$ cat src/rtl/cache_port_arbiter_if.sv
// Bundle of the two requester ports plus the shared CPU-side cache port.
// The slave modport is the arbiter's view. The master modport is the view
// of whatever drives the requests and models the cache.
interface cache_port_arbiter_if;
    logic        Req_0, Req_1;
    logic        Wr_0, Wr_1;
    logic [31:0] A_0, A_1;
    logic [31:0] wdata_0, wdata_1;
    logic [1:0]  Ins_Type_0, Ins_Type_1;
    logic        Ready_0, Ready_1;
    logic [31:0] rdata_0, rdata_1;
    logic        Err_0, Err_1;
    logic        Req_CPU;
    logic        Wr_CPU;
    logic [31:0] A_CPU;
    logic [31:0] data_out;
    logic [1:0]  Ins_Type;
    logic        Ready_Cache;
    logic [31:0] data_in;
    logic        Busy;

    modport slave (
        input  Req_0, Req_1, Wr_0, Wr_1, A_0, A_1, wdata_0, wdata_1,
               Ins_Type_0, Ins_Type_1, Ready_Cache, data_in,
        output Ready_0, Ready_1, rdata_0, rdata_1, Err_0, Err_1,
               Req_CPU, Wr_CPU, A_CPU, data_out, Ins_Type, Busy
    );

    modport master (
        output Req_0, Req_1, Wr_0, Wr_1, A_0, A_1, wdata_0, wdata_1,
               Ins_Type_0, Ins_Type_1, Ready_Cache, data_in,
        input  Ready_0, Ready_1, rdata_0, rdata_1, Err_0, Err_1,
               Req_CPU, Wr_CPU, A_CPU, data_out, Ins_Type, Busy
    );
endinterface

$ cat src/rtl/cache_port_arbiter.sv
// Round-robin arbiter for two requesters sharing one cache port.
// A transaction runs IDLE -> ISSUE -> RESP. ISSUE ends either on Ready_Cache
// or on a timeout abort, which returns zero data with Err set.
module cache_port_arbiter #(
    parameter int TIMEOUT_CYCLES = 255,
    parameter int TO_W           = 8
) (
    input logic                 clk,
    input logic                 rst,
    cache_port_arbiter_if.slave bus
);
    typedef enum logic [1:0] {IDLE, ISSUE, RESP} state_t;

    localparam logic [TO_W-1:0] TERM = TO_W'(TIMEOUT_CYCLES - 1);

    state_t          state;
    logic            owner;
    logic            last_grant;
    logic [TO_W-1:0] cnt;
    logic            pick;

    // On a tie, the port that did not win last time is granted. Otherwise the
    // grant goes to whichever port is requesting.
    always_comb begin
        pick = bus.Req_1;
        if (bus.Req_0 && bus.Req_1) pick = ~last_grant;
    end

    // Transaction FSM. All outputs are registered here.
    always_ff @(posedge clk or posedge rst) begin
        if (rst) begin
            state        <= IDLE;
            owner        <= 1'b0;
            last_grant   <= 1'b1;
            cnt          <= '0;
            bus.Req_CPU  <= 1'b0;
            bus.Wr_CPU   <= 1'b0;
            bus.A_CPU    <= '0;
            bus.data_out <= '0;
            bus.Ins_Type <= '0;
            bus.Ready_0  <= 1'b0;
            bus.Ready_1  <= 1'b0;
            bus.rdata_0  <= '0;
            bus.rdata_1  <= '0;
            bus.Err_0    <= 1'b0;
            bus.Err_1    <= 1'b0;
            bus.Busy     <= 1'b0;
        end else begin
            case (state)
                IDLE: begin
                    if (bus.Req_0 || bus.Req_1) begin
                        owner        <= pick;
                        last_grant   <= pick;
                        cnt          <= '0;
                        bus.Req_CPU  <= 1'b1;
                        bus.Busy     <= 1'b1;
                        bus.Wr_CPU   <= pick ? bus.Wr_1       : bus.Wr_0;
                        bus.A_CPU    <= pick ? bus.A_1        : bus.A_0;
                        bus.data_out <= pick ? bus.wdata_1    : bus.wdata_0;
                        bus.Ins_Type <= pick ? bus.Ins_Type_1 : bus.Ins_Type_0;
                        state        <= ISSUE;
                    end
                end
                ISSUE: begin
                    // Completion is checked first so that it wins over a
                    // timeout that expires in the same cycle.
                    if (bus.Ready_Cache) begin
                        bus.Req_CPU <= 1'b0;
                        if (owner) begin
                            bus.rdata_1 <= bus.data_in;
                            bus.Ready_1 <= 1'b1;
                            bus.Err_1   <= 1'b0;
                        end else begin
                            bus.rdata_0 <= bus.data_in;
                            bus.Ready_0 <= 1'b1;
                            bus.Err_0   <= 1'b0;
                        end
                        state <= RESP;
                    end else if (cnt == TERM) begin
                        bus.Req_CPU <= 1'b0;
                        if (owner) begin
                            bus.rdata_1 <= '0;
                            bus.Ready_1 <= 1'b1;
                            bus.Err_1   <= 1'b1;
                        end else begin
                            bus.rdata_0 <= '0;
                            bus.Ready_0 <= 1'b1;
                            bus.Err_0   <= 1'b1;
                        end
                        state <= RESP;
                    end else begin
                        cnt <= cnt + 1'b1;
                    end
                end
                RESP: begin
                    if (owner) begin
                        bus.Ready_1 <= 1'b0;
                        bus.Err_1   <= 1'b0;
                    end else begin
                        bus.Ready_0 <= 1'b0;
                        bus.Err_0   <= 1'b0;
                    end
                    bus.Busy <= 1'b0;
                    state    <= IDLE;
                end
                default: state <= IDLE;
            endcase
        end
    end
endmodule
$ cat src/flat_wrapper.sv
// flat-port wrapper written by rule: the top's interface ports become plain ports
module cache_port_arbiter_flat 
#(
    parameter int TIMEOUT_CYCLES = 255,
    parameter int TO_W           = 8
)
  (clk, rst, bus_Req_0, bus_Req_1, bus_Wr_0, bus_Wr_1, bus_A_0, bus_A_1, bus_wdata_0, bus_wdata_1, bus_Ins_Type_0, bus_Ins_Type_1, bus_Ready_Cache, bus_data_in, bus_Ready_0, bus_Ready_1, bus_rdata_0, bus_rdata_1, bus_Err_0, bus_Err_1, bus_Req_CPU, bus_Wr_CPU, bus_A_CPU, bus_data_out, bus_Ins_Type, bus_Busy);
  cache_port_arbiter_if bus_i ();
  input logic clk;
  input logic rst;
  input wire logic [$bits(bus_i.Req_0)-1:0] bus_Req_0;
  input wire logic [$bits(bus_i.Req_1)-1:0] bus_Req_1;
  input wire logic [$bits(bus_i.Wr_0)-1:0] bus_Wr_0;
  input wire logic [$bits(bus_i.Wr_1)-1:0] bus_Wr_1;
  input wire logic [$bits(bus_i.A_0)-1:0] bus_A_0;
  input wire logic [$bits(bus_i.A_1)-1:0] bus_A_1;
  input wire logic [$bits(bus_i.wdata_0)-1:0] bus_wdata_0;
  input wire logic [$bits(bus_i.wdata_1)-1:0] bus_wdata_1;
  input wire logic [$bits(bus_i.Ins_Type_0)-1:0] bus_Ins_Type_0;
  input wire logic [$bits(bus_i.Ins_Type_1)-1:0] bus_Ins_Type_1;
  input wire logic [$bits(bus_i.Ready_Cache)-1:0] bus_Ready_Cache;
  input wire logic [$bits(bus_i.data_in)-1:0] bus_data_in;
  output wire logic [$bits(bus_i.Ready_0)-1:0] bus_Ready_0;
  output wire logic [$bits(bus_i.Ready_1)-1:0] bus_Ready_1;
  output wire logic [$bits(bus_i.rdata_0)-1:0] bus_rdata_0;
  output wire logic [$bits(bus_i.rdata_1)-1:0] bus_rdata_1;
  output wire logic [$bits(bus_i.Err_0)-1:0] bus_Err_0;
  output wire logic [$bits(bus_i.Err_1)-1:0] bus_Err_1;
  output wire logic [$bits(bus_i.Req_CPU)-1:0] bus_Req_CPU;
  output wire logic [$bits(bus_i.Wr_CPU)-1:0] bus_Wr_CPU;
  output wire logic [$bits(bus_i.A_CPU)-1:0] bus_A_CPU;
  output wire logic [$bits(bus_i.data_out)-1:0] bus_data_out;
  output wire logic [$bits(bus_i.Ins_Type)-1:0] bus_Ins_Type;
  output wire logic [$bits(bus_i.Busy)-1:0] bus_Busy;
  assign bus_i.Req_0 = bus_Req_0;
  assign bus_i.Req_1 = bus_Req_1;
  assign bus_i.Wr_0 = bus_Wr_0;
  assign bus_i.Wr_1 = bus_Wr_1;
  assign bus_i.A_0 = bus_A_0;
  assign bus_i.A_1 = bus_A_1;
  assign bus_i.wdata_0 = bus_wdata_0;
  assign bus_i.wdata_1 = bus_wdata_1;
  assign bus_i.Ins_Type_0 = bus_Ins_Type_0;
  assign bus_i.Ins_Type_1 = bus_Ins_Type_1;
  assign bus_i.Ready_Cache = bus_Ready_Cache;
  assign bus_i.data_in = bus_data_in;
  assign bus_Ready_0 = bus_i.Ready_0;
  assign bus_Ready_1 = bus_i.Ready_1;
  assign bus_rdata_0 = bus_i.rdata_0;
  assign bus_rdata_1 = bus_i.rdata_1;
  assign bus_Err_0 = bus_i.Err_0;
  assign bus_Err_1 = bus_i.Err_1;
  assign bus_Req_CPU = bus_i.Req_CPU;
  assign bus_Wr_CPU = bus_i.Wr_CPU;
  assign bus_A_CPU = bus_i.A_CPU;
  assign bus_data_out = bus_i.data_out;
  assign bus_Ins_Type = bus_i.Ins_Type;
  assign bus_Busy = bus_i.Busy;
  cache_port_arbiter #(.TIMEOUT_CYCLES(TIMEOUT_CYCLES), .TO_W(TO_W)) u_core (.clk(clk), .rst(rst), .bus(bus_i));
endmodule
$ cat config.mk
export PLATFORM = sky130hd
export DESIGN_NAME = cache_port_arbiter_flat
export DESIGN_NICKNAME = d
export VERILOG_FILES = /design/src/rtl/cache_port_arbiter_if.sv /design/src/rtl/cache_port_arbiter.sv /design/src/flat_wrapper.sv
export SDC_FILE = /design/constraint.sdc
export NUM_CORES = 1
export LEC_CHECK = 0
export ABC_AREA = 1
export CAP_MARGIN = 20
export CORE_ASPECT_RATIO = 1.4
export CORE_MARGIN = 4
export CORE_UTILIZATION = 45
export DETAILED_ROUTE_END_ITERATION = 16
export GPL_ROUTABILITY_DRIVEN = 0
export GPL_TIMING_DRIVEN = 0
export PLACE_DENSITY = 0.87
export SYNTH_ARGS = -nofsm -noshare
export SYNTH_HDL_FRONTEND = slang
export SYNTH_SLANG_ARGS = --single-unit
$ cat constraint.sdc
create_clock -name clk -period 9.7 [get_ports clk]
set_clock_uncertainty 0.05 [all_clocks]
set_input_delay 0.97 -clock clk [delete_from_list [all_inputs] [get_ports clk]]
set_output_delay 0.97 -clock clk [all_outputs]
set_load 0.005 [all_outputs]
==> reports/metrics.cfg, run 1 <==
[die]
rows=52
die_w_um=110.3
start_util_pct=45.62
fp.dieH_um=151.2
die-area_um2=16670
io_pins=308
core_area_um2=14440

[power]
clkPwrFrac_pct=22.6
comb_power_share_pct=43.3
p_seq_share_pct=34.1
swShare_pct=34.17
power_density_nw_per_um2=285.5
switchingPower_uw=1028
leakage_uw=0.004604
internal-power_uw=1979
ir_drop_uv=142.2

[synthesis]
synth_area_leaders=dfrtp_1, nand2_1, a31oi_1
ys_seq_elements=149
synth_top_area_cell=dfrtp_1
syn_nets=925
ys_seq_area_share_pct=56.61
postSynthCellCount=748
syn_area_um2=6589
synth_top_cell_area_share_pct=56.21
syn_avg_cell_area_um2=8.809
ys_warn_count=0
synthDistinctLibCells=26

[run_status]
outcome=finished, final reports clean

[worst_hold_path]
holdPathStages=2
min_from=u_core.bus.rdata_1[21]
hold_path.class=register to register

[critical_path]
worstPathRequired_ns=8.68
path_class=register to output pin
setup.worst_path.end_class=output pin
worst-path-buf-inv=1
timing.rr.end=u_core.bus.rdata_0[22]
path_depth=1
path_delay_family=buffers and inverters
r2r_setup_slack_ns=7.76
r2r-start=u_core.state[1]
cp-startpoint=u_core.bus.data_out[28]
path_max_fanout=2
crit_path_end=bus_data_out[28]
arrival_ns=1.36
crit_path_top_delay_cell=clkdlybuf4s50_1
worstPathCellList=clkdlybuf4s50_1
start_kind=register
cpPeakStageDelay_ns=0.59
reg2reg_depth=9

[route]
antenna_left=0
wire_per_inst_um=17.47
viasPerCell=5.127
vias=6558
wirelength_um=22350
drt_iter0_drc=295
drcViolationCount=0
drtPass1Iterations=5

[placed_design]
hpwl_um=17240
place_inst=1244
numPortBuffers=306

[cts]
cts.clk_slew.worst_paths_ns=0.06
ctsResizeCount=0
postCtsHoldBufs=0
cts_tree=built
cts.htree.levels=4
clk_latency_ns=0.42
cts-root-buf=clkbuf_16
cts_buffers=17
post_cts_buffers=0
cts_buffer_depth=2
numClockSinks=149

[timing]
fin_crit_sh_pct=24.50
rsz0062_at_grt=false
hold_viol_final=0
tightest_slew_ns=0.6273
fmax_mhz=420.9
period_needed_ns=2.376
setup-tns-final_ns=0
final_max_slew_viol_count=0
max_slew_margin_pct=58.18
setup_viol=0

[global_route]
grt_pass1_vias=6533
grt_pass1_wl_um=33790
grt_max_degree=82
grtUsageTotal_pct=26.74
grt_remaining_overflow=0
antenna_found_initial=2

[finish]
syn2layout_area_growth_pct=59.84
drive_above_1_share_pct=9.476
stdcell_count=1279
fin_nets=1251

[flow_run]
cap_violations=0

## kinds of logic (layout without fill, tap and decap cells)
kind of cell | count (synthesis) | after routing | synth area share, %
and+or+nand+nor | 372 | 372 | 22.09
other | 0 | 3 | 0
buffers and inverters | 69 | 408 | 5.982
adders and majority gates | 6 | 6 | 1.139
AOI/OAI and AO/OA | 152 | 152 | 14.19
DFF | 149 | 149 | 56.61
## worst min-delay path by stage
stage                              to  slack (ns)
2_1_floorplan       u_core.last_grant        0.41
3_3_place_gp   u_core.bus.rdata_1[21]        0.41
3_5_place_dp   u_core.bus.rdata_1[21]        0.42
4_1_cts        u_core.bus.rdata_1[21]        0.43
5_1_grt         u_core.bus.rdata_1[7]        0.45
6_report       u_core.bus.rdata_1[21]        0.43
## Yosys cell counts
cell,number
a31oi_1,67
o21ai_0,36
o211ai_1,1
o21ai_2,22
a21oi_1,4
dfrtp_1,148
nand2_4,2
nor2_4,1
nand4_1,2
clkbuf_1,11
or2_2,1
inv_1,20
o21ai_1,20
and2_1,1
buf_12,2
nand2_2,4
nand3_1,13
buf_2,22
dfstp_2,1
buf_4,6
o21bai_1,2
ha_1,6
buf_6,7
nand2_1,271
nor2_1,77
inv_2,1
## placed cells by master (no fill, tap or decap), types with 7 or more instances in the layout
master,instances
buf_6,7
inv_1,19
buf_2,22
clkbuf_16,17
nor2_1,77
nand2_1,271
clkbuf_1,11
clkdlybuf4s50_1,306
o21ai_2,22
o21ai_1,20
o21ai_0,36
nand3_1,13
a31oi_1,67
inv_6,7
dfrtp_1,148
## through the flow
step	cell area, um2	utilization [%]	worst slack (ns)	hold WS, ns	total power, uW
after CTS	10520	72.86	7.303	0.4339	3031
after global routing	10530	72.90	7.275	0.4545	3202
after floorplan	6589	-	4.674	0.4113	1579
after detailed placement	9921	68.69	7.052	0.4188	2339
after global placement	9888	68.46	2.615	0.4142	2294
final	10530	72.91	7.324	0.4311	3007
## layout make-up
type / count / area [um2]
fill: 1072 / 3913
antenna: 3 / 7.507
clock inverter: 15 / 177.7
inverter: 21 / 83.83
sequential: 149 / 3730
buffer: 48 / 315.3
multi-input combinational: 530 / 2465
timing repair buffer: 307 / 3090
tap: 189 / 236.5
clock buffer: 17 / 425.4
## metal layers
| metal | track usage, % | part of all wire [%] | vias up |
|---|---|---|---|
| li1 | - | - | 3121 |
| met1 | 28.56 | 35 | 3105 |
| met2 | 46.66 | 51 | 287 |
| met3 | 10.06 | 11 | 43 |
| met4 | 11.52 | 2.9 | 2 |
| met5 | 0 | 0.036 | - |
## registers in the layout, indices dropped and copies added (netlist names)
name and cells:
u_core.bus.Wr_CPU 1, u_core.bus.rdata_1 32, u_core.bus.Req_CPU 1, u_core.bus.Err_0 1, u_core.bus.rdata_0 32, u_core.bus.Ready_0 1, u_core.bus.Busy 1, u_core.state 2
u_core.bus.Err_1 1, u_core.owner 1, u_core.bus.data_out 32, u_core.bus.A_CPU 32, u_core.bus.Ins_Type 2, u_core.cnt 8, u_core.bus.Ready_1 1, u_core.last_grant 1
## power by group through the flow
stage	combinational, uW	clock [uW]	sequential [uW]
final	1300	679	1030
after global routing	1430	714	1060
after CTS	1320	690	1030
after detailed placement	1310	0	1030
after global placement	1270	0	1020
after floorplan	538	0	1040
Power figures use the tool's default switching activity.
==> inputs of run 2 (changes only) <==
--- a/config.mk
+++ b/config.mk
@@ -9,11 +9,11 @@
 export CAP_MARGIN = 20
 export CORE_ASPECT_RATIO = 1.4
 export CORE_MARGIN = 4
-export CORE_UTILIZATION = 45
+export CORE_UTILIZATION = 37
 export DETAILED_ROUTE_END_ITERATION = 16
 export GPL_ROUTABILITY_DRIVEN = 0
 export GPL_TIMING_DRIVEN = 0
-export PLACE_DENSITY = 0.87
+export PLACE_DENSITY = 0.76
 export SYNTH_ARGS = -nofsm -noshare
 export SYNTH_HDL_FRONTEND = slang
 export SYNTH_SLANG_ARGS = --single-unit
==> constraint.sdc (replaced) <==
create_clock -name clk -period 2.16 [get_ports clk]
set_clock_uncertainty 0.05 [all_clocks]
set_input_delay 0.216 -clock clk [delete_from_list [all_inputs] [get_ports clk]]
set_output_delay 0.216 -clock clk [all_outputs]
set_load 0.005 [all_outputs]
==> reports/metrics.cfg, run 2 (synthesis results as in run 1) <==
[critical_path]
path_max_fanout=10
setup.worst_path.end_class=register
r2r-start=u_core.state[1]
path_delay_family=buffers and inverters
worstPathRequired_ns=2.40
timing.rr.end=u_core.bus.rdata_0[5]
reg2reg_depth=9
cpPeakStageDelay_ns=0.40
arrival_ns=2.14
path_class=register to register
worstPathCellList=inv_1, ha_1, buf_2, inv_1, nor2_1, nand2_4, buf_2, nand2_1, o21ai_0
r2r_setup_slack_ns=0.26
start_kind=register
worst-path-buf-inv=4
crit_path_top_delay_cell=dfrtp_1

[timing]
fmax_mhz=526.2
max_slew_margin_pct=48.54
setup-tns-final_ns=0
hold_viol_final=0
fin_crit_sh_pct=87.99
setup_ws_ns=0.2594
rsz0062_at_grt=false
final_max_slew_viol_count=0
setup_viol=0
tightest_slew_ns=0.7703
period_needed_ns=1.901
holdWs_ns=0.1555

[finish]
final_common_cell=clkdlybuf4s50_1
diodes=0
fillCellCount=1578
multiInputGateArea_um2=2465
seq_area_um2=3730
layout_common_cells=clkdlybuf4s50_1, nand2_1, dfrtp_1
stdcell_count=1325
fin_nets=1253
drive_above_1_share_pct=9.642
syn2layout_area_growth_pct=60.58

[route]
drcViolationCount=0
drt_iter0_drc=343
viasPerCell=4.841
vias=6414
wire_per_inst_um=16.32
drtPass1Iterations=4
antenna_left=0
wirelength_um=21620

[die]
start_util_pct=37.86
rows=57
die-area_um2=20040
io_pins=308
die_w_um=120.8
core_area_um2=17400
fp.dieH_um=165.9

[cts]
numClockSinks=149
cts_tree=built
clk_latency_ns=0.41
cts_buffer_depth=2
post_cts_buffers=0
cts.clk_slew.worst_paths_ns=0.07
postCtsHoldBufs=0
cts_buffers=17
cts.htree.levels=4
cts-root-buf=clkbuf_16
ctsResizeCount=0

[global_route]
grt_max_degree=42
grtUsageTotal_pct=21.55
grt_pass1_wl_um=34050
grt_pass1_vias=6463
grt_remaining_overflow=0
antenna_found_initial=1

[worst_hold_path]
hold_path.class=primary input to register
min_to=u_core.bus.rdata_1[22]
min_from=bus_Ready_Cache
holdPathStages=3

[placed_design]
place_ws_ns=0.2316
hpwl_um=16750
place_inst=1293
numPortBuffers=306

[power]
leakage_uw=0.004598
power_density_nw_per_um2=1259
ir_drop_uv=565.9

[run_status]
outcome=finished, final reports clean

[flow_run]
cap_violations=0

[run 2: how the worst max path moves through the flow]
stage	startpoint	to	slack [ns]	cells after the start
finish	u_core.state[1]	u_core.bus.rdata_0[5]	0.26	9
global route	u_core.state[1]	u_core.bus.rdata_0[15]	0.03	9
CTS	u_core.state[1]	u_core.bus.rdata_0[5]	0.23	9
detailed placement	u_core.state[1]	u_core.bus.rdata_0[5]	0.23	9
global placement	rst	u_core.bus.data_out[9]	-1.35	2
floorplan	rst	u_core.bus.A_CPU[0]	0.02	1
[run 2: worst register-to-register path, delay by kind of cell, from the launching register on]
| family | cells | cell delay, ns |
|---|---|---|
| buffers and inverters | 4 | 0.69 |
| and+or+nand+nor | 3 | 0.41 |
| DFF | 1 | 0.40 |
| adders and majority gates | 1 | 0.14 |
| AOI/OAI and AO/OA | 1 | 0.09 |
[run 2: cell type report]
| cell class | instances | area share (%) |
|---|---|---|
| multi-input combinational | 530 | 23.30 |
| clock buffer | 18 | 4.151 |
| sequential | 149 | 35.25 |
| buffer | 48 | 2.980 |
| inverter | 21 | 0.7805 |
| clock inverter | 14 | 1.230 |
| tap | 236 | 2.791 |
| timing repair buffer | 309 | 29.52 |
[run 2: power by group]
part	switching, uW	internal [uW]	leakage [uW]	total (uW)
Combinational	2630	3180	0.00250	5820
Sequential	646	3950	0.00182	4600
Clock	1340	1560	0.000277	2900
[run 2: routing by layer]
metal	share of wire, %	global-route usage (%)	wire (um)
met5	0.060	0	13
met4	1.8	6.460	394
met3	10	8.382	2214
met2	51	38.11	10940
met1	37	23.72	8062
[run 2: metrics by stage]
step | util (%) | total power (uW) | area [um2]
2_1_floorplan | - | 7090 | 6593
3_3_place_gp | 57.18 | 10410 | 9951
4_1_cts | 60.80 | 13510 | 10580
6_report | 60.80 | 13320 | 10580
3_5_place_dp | 57.53 | 10540 | 10010
5_1_grt | 60.80 | 14280 | 10580
==> RTL edit 1, RTL diff (settings of run 2) <==
The 3 states of `state_t` get a one-hot encoding in 3 bits.
--- a/src/rtl/cache_port_arbiter.sv
+++ b/src/rtl/cache_port_arbiter.sv
@@ -9,7 +9,7 @@
     input logic                 rst,
     cache_port_arbiter_if.slave bus
 );
-    typedef enum logic [1:0] {IDLE, ISSUE, RESP} state_t;
+    typedef enum logic [2:0] {IDLE = 3'b001, ISSUE = 3'b010, RESP = 3'b100} state_t;
 
     localparam logic [TO_W-1:0] TERM = TO_W'(TIMEOUT_CYCLES - 1);
 
Check against the original RTL: same outputs for any inputs over 4 cycles, from zero or initial values and one cycle with rst high; so few cycles prove little.
==> RTL edit 1 against run 2 <==
Setup slack improved by 0.21 ns; cell count increased by 13%; clock power increased by 8.3%; area after synthesis increased by 9.2%; worst hold slack got worse by 0.022 ns; sequential cell count increased by 1; global-route usage increased by 0.32 points; power increased by 4.9%; core utilization decreased by 1.9 points; design area increased by 6.6%; first-iteration DRC count increased by 18%; wire length increased by 11%; largest power group unchanged; highest routed layer is now met4.
==> RTL edit 1: results (changes against run 2) <==
Drt:
- The highest signal layer in the routed design is met4.
- The wire length on met1 is 8960 µm (+11%).
- The total wire length was 24,000 µm (+11%).
- The met2 layer wire length in the routed design is 12,600 µm (+15%).
- The average wire length per cell after detail routing is 16.0 µm (-2.2%).
- The length of routed met3 wiring came to 1710 µm (-23%).
- The total number of vias is 7,115 (+11%).

Place:
- The post-placement setup slack is 0.104 ns (-0.128 ns).
- The final HPWL from detailed placement is 18,900 µm (+13%).
- The post-placement cell area was 10,700 µm² (+6.5%).
- The number of I/O port buffers is 307 (+0.33%).

Pwr:
- The leakage power is 5.58 nW (+21%).
- The clock network power consumption is 3.14 mW (+8.3%).
- The maximum vdd drop is 0.537 mV (-5.1%).
- The net switching power is 4.83 mW (+4.5%).
- The switching share of total power is 34.6% (-0.14 points).
- The proportion of power drawn by combinational gates is 43.4% (-0.3 points).

Logic synthesis:
- By area the synthesized netlist is led by sky130_fd_sc_hd__dfrtp_1 51%, sky130_fd_sc_hd__nand2_1 22%, sky130_fd_sc_hd__nand4_1 5.7%.
- Ranked by instance count, the synthesized netlist is headed by 431 x sky130_fd_sc_hd__nand2_1, 148 x sky130_fd_sc_hd__dfrtp_1, 82 x sky130_fd_sc_hd__inv_1.
- The total of warnings raised by yosys was 0 (unchanged).
- The distinct cell type count after synthesis is 29 (+12%).
- The share of Yosys cell area claimed by the top area cell type is 51.5% (-4.7 points).
- The sequential element share of the synthesized area was 52.2% (-4.4 points).
- The per-instance average area after synthesis is 7.87 µm² (-11%).

Worst hold path:
- The worst hold-check path type is in2async.

Worst setup path:
- In this run the critical register-to-register path is captured at u_core.owner$_DFFE_PP0P_.
- The number of cells traversed by the worst register-to-register path is 6 (-3).
- The maximum cell stage delay along the critical path was 0.43 ns (+0.03 ns).

Layout:
- The fraction of layout cells with a size suffix above 1 is 7.25% (-2.4 points).
- The final-stage net count came to 1,417 (+13%).

Timing:
- The worst slew margin relative to its limit is 65.7% (+17 points).
- The minimum hold slack is 0.134 ns (-0.0216 ns).

Run status:
- The flow ran to the end, and the final reports show no timing, DRC or antenna violations.

Global routing:
- The routing usage on met2 is 40.8% (+2.7 points).
- The total track usage was 21.9% (+0.32 points).
- The first-pass GRT wire length is 38,200 µm (+12%).
- The number of global-route vias before repair is 7,286 (+13%).
- The met1 usage in global routing is 23.5% (-0.20 points).
- The met3 layer usage reported by global route is 5.78% (-2.6 points).
-- RTL edit 1: cell types whose count changed in the layout (fill, tap and decap cells not counted), sizes merged, moves of 13 or more --
cell           run 2  this run
nor2              78        12
a31oi             67         0
nand4              2        67
clkbuf            29        42
nand2            277       441
inv               30        87
-- RTL edit 1: worst max-delay path by stage --
| stage | slack, ns | to | startpoint |
|---|---|---|---|
| after global routing | 0.30 | u_core.owner$_DFFE_PP0P_ | u_core.state[1]$_DFFE_PP0P_ |
| after CTS | 0.44 | u_core.owner$_DFFE_PP0P_ | u_core.state[0]$_DFFE_PP1P_ |
| final | 0.47 | u_core.owner$_DFFE_PP0P_ | u_core.state[1]$_DFFE_PP0P_ |
| after floorplan | 0.007 | u_core.bus.A_CPU[0]$_DFFE_PP0P_ | rst |
| after detailed placement | 0.10 | u_core.owner$_DFFE_PP0P_ | bus_Req_0 |
| after global placement | -1.35 | u_core.bus.A_CPU[2]$_DFFE_PP0P_ | rst |
-- RTL edit 1: logic make-up (layout without fill, tap and decap cells) --
group	after synthesis	after routing	share of synthesized area, %
AO/OA/AOI/OAI	78	78	5.67
XOR/XNOR	2	2	0.244
adder cells (fa/ha/maj)	2	2	0.348
buffers and inverters	144	485	9.74
flip-flops	150	150	52.2
AND/OR/NAND/NOR	538	538	31.8
-- RTL edit 1: critical path: cells and delay by family, from the launching register on --
family,cells,cell delay (ns)
and+or+nand+nor,2,0.38
buffers and inverters,3,0.64
DFF,1,0.43
AOI/OAI and AO/OA,1,0.10
-- RTL edit 1: area by class of cell --
class | count | area [µm²]
fillers | 1729 | 7870
flip-flops and latches | 150 | 3760
repair buffers | 311 | 3150
multi-input cells | 620 | 2740
clock buffers | 18 | 439
plain buffers | 57 | 374
inverters | 87 | 330
well taps | 248 | 310
clock inverters | 12 | 176
==> RTL edit 2, RTL diff (flow settings as in run 2) <==
Made on the original files. `TO_W` is set to 8 in 2 places; all go to 6.
--- a/src/rtl/cache_port_arbiter.sv
+++ b/src/rtl/cache_port_arbiter.sv
@@ -3,7 +3,7 @@
 // or on a timeout abort, which returns zero data with Err set.
 module cache_port_arbiter #(
     parameter int TIMEOUT_CYCLES = 255,
-    parameter int TO_W           = 8
+    parameter int TO_W           = 6
 ) (
     input logic                 clk,
     input logic                 rst,
--- a/src/flat_wrapper.sv
+++ b/src/flat_wrapper.sv
@@ -2,7 +2,7 @@
 module cache_port_arbiter_flat 
 #(
     parameter int TIMEOUT_CYCLES = 255,
-    parameter int TO_W           = 8
+    parameter int TO_W           = 6
 )
   (clk, rst, bus_Req_0, bus_Req_1, bus_Wr_0, bus_Wr_1, bus_A_0, bus_A_1, bus_wdata_0, bus_wdata_1, bus_Ins_Type_0, bus_Ins_Type_1, bus_Ready_Cache, bus_data_in, bus_Ready_0, bus_Ready_1, bus_rdata_0, bus_rdata_1, bus_Err_0, bus_Err_1, bus_Req_CPU, bus_Wr_CPU, bus_A_CPU, bus_data_out, bus_Ins_Type, bus_Busy);
   cache_port_arbiter_if bus_i ();
Formal check against the unedited RTL: same outputs for any inputs over 4 cycles, from zero or initial values and one cycle with rst high; that may be too few to reach the edited logic, so the function may still have changed.
==> RTL edit 2 against run 2 <==
Setup slack improved by 0.083 ns; die area rose by 0.23%; sequential cell count fell by 2; synthesized cell count fell by 1.2%; design area did not move; area after synthesis rose by 0.25%; clock power fell by 4%; cell count fell by 0.60%; power fell by 0.29%; fmax rose by 4.5%; wire length rose by 3.5%; critical endpoint is now u_core.bus.A_CPU[1]$_DFFE_PP0P_.
==> RTL edit 2: results (changes against run 2) <==
Place:
- The post-placement setup slack is 0.288 ns (+0.0569 ns).
- The final HPWL from detailed placement is 17,600 µm (+5.1%).
- The post-placement cell area is 10,000 µm² (+0.16%).

Logic synthesis:
- The adder-cell area share of the yosys netlist is 1.14% (-0.0028 points).
- Sorting the synthesized cells by area gives the leading types as sky130_fd_sc_hd__dfrtp_1 55%, sky130_fd_sc_hd__nand2_1 15%, sky130_fd_sc_hd__a31oi_1 6.3%.
- The post-synth net total is 916 (-0.97%).
- The commonest cells after synthesis are 268 x sky130_fd_sc_hd__nand2_1, 146 x sky130_fd_sc_hd__dfrtp_1, 78 x sky130_fd_sc_hd__nor2_1.
- The area fraction in compound gates after synthesis is 15.8% (+1.6 points).

Global routing:
- The number of antenna violations at the first check in global routing is 2 (+1).
- The first-pass GRT wire length is 34,900 µm (+2.5%).
- The routing usage on met2 is 39.8% (+1.7 points).
- The total track usage is 22.4% (+0.86 points).
- The maximum number of pins on one net before global-route repair was 40 (-4.8%).
- The met1 usage in global routing is 24.9% (+1.2 points).
- The number of global-route vias before repair is 6,455 (-0.12%).

Pwr:
- The internal portion of total power is 8.64 mW (-0.62%).
- The part of the power in registers is 34.4% (about the same).
- The maximum vdd drop was 0.687 mV (+21%).
- The leakage power was 4.61 nW (+0.16%).
- The clock share of power is 20.9% (-0.9 points).
- The power per unit of standard cell area is 1260 nW/µm² (-0.29%).

Worst hold path:
- The endpoint with the worst hold slack is u_core.bus.Err_0$_DFFE_PP0P_.
- The source of the worst hold timing path is bus_Ready_Cache.
- The depth of the worst hold-timing path is 4 (+1).

Drt:
- The number of optimization iterations in the first detailed-route pass came to 6 (+2).
- The length of routed met3 wiring is 2360 µm (+6.4%).
- The total wire length was 22,400 µm (+3.5%).
- The average wire length per cell after detail routing came to 17.0 µm (+4.1%).
- The wire length on met1 came to 8290 µm (+2.8%).
- The detailed router's first-iteration violation count is 324 (-5.5%).
- The total number of vias came to 6,342 (-1.1%).
- The met2 layer wire length in the routed design is 11,400 µm (+4.3%).

Layout:
- The final-stage net count is 1,244 (-0.72%).
- The fraction of layout cells with a size suffix above 1 is 12.0% (+2.4 points).

Worst setup path:
- The number of cells traversed by the worst register-to-register path is 8 (-1).
- The endpoint arrival time on the critical path came to 2.10 ns (-0.04 ns).

Timing:
- The maximum achievable frequency is 0.550 GHz (+4.5%).
- The minimum hold slack is 0.103 ns (-0.0524 ns).

Run status:
- The flow ran to the end, and the final reports show no timing, DRC or antenna violations.
[RTL edit 2: cell count changes after synthesis, moves of 3 or more]
| cell | delta |
|---|---|
| sky130_fd_sc_hd__nand2_1 | -3 |
| sky130_fd_sc_hd__o21ai_2 | +25 |
| sky130_fd_sc_hd__o21ai_0 | -23 |
| sky130_fd_sc_hd__buf_4 | -4 |
| sky130_fd_sc_hd__nand2_2 | -3 |
| sky130_fd_sc_hd__buf_6 | +5 |
[RTL edit 2: worst max-delay path by stage]
stage,depth (start not counted),endpoint
finish,8,u_core.bus.A_CPU[1]$_DFFE_PP0P_
global route,8,u_core.bus.A_CPU[6]$_DFFE_PP0P_
CTS,8,u_core.bus.A_CPU[1]$_DFFE_PP0P_
detailed placement,4,u_core.last_grant$_DFFE_PP1P_
global placement,2,u_core.bus.data_out[14]$_DFFE_PP0P_
floorplan,1,u_core.bus.A_CPU[0]$_DFFE_PP0P_
[RTL edit 2: critical path: stages (launching register included)]
cell and delay, ns:
sky130_fd_sc_hd__dfrtp_1 0.40, sky130_fd_sc_hd__inv_1 0.11, sky130_fd_sc_hd__ha_1 0.25, sky130_fd_sc_hd__inv_2 0.06
sky130_fd_sc_hd__a21oi_2 0.13, sky130_fd_sc_hd__buf_2 0.25, sky130_fd_sc_hd__buf_2 0.26, sky130_fd_sc_hd__nor2_1 0.06
sky130_fd_sc_hd__a31oi_1 0.15
[RTL edit 2: final cells by class]
cell class                      instances  area [µm²]
Buffer                                 47         310
Clock buffer                           17         425
Fill cell                            1523        6890
Multi-Input combinational cell        522        2530
Tap cell                              236         295
Antenna cell                            1        2.50
Clock inverter                         15         125
Inverter                               23        90.1
Sequential cell                       147        3680
Timing Repair Buffer                  309        3120
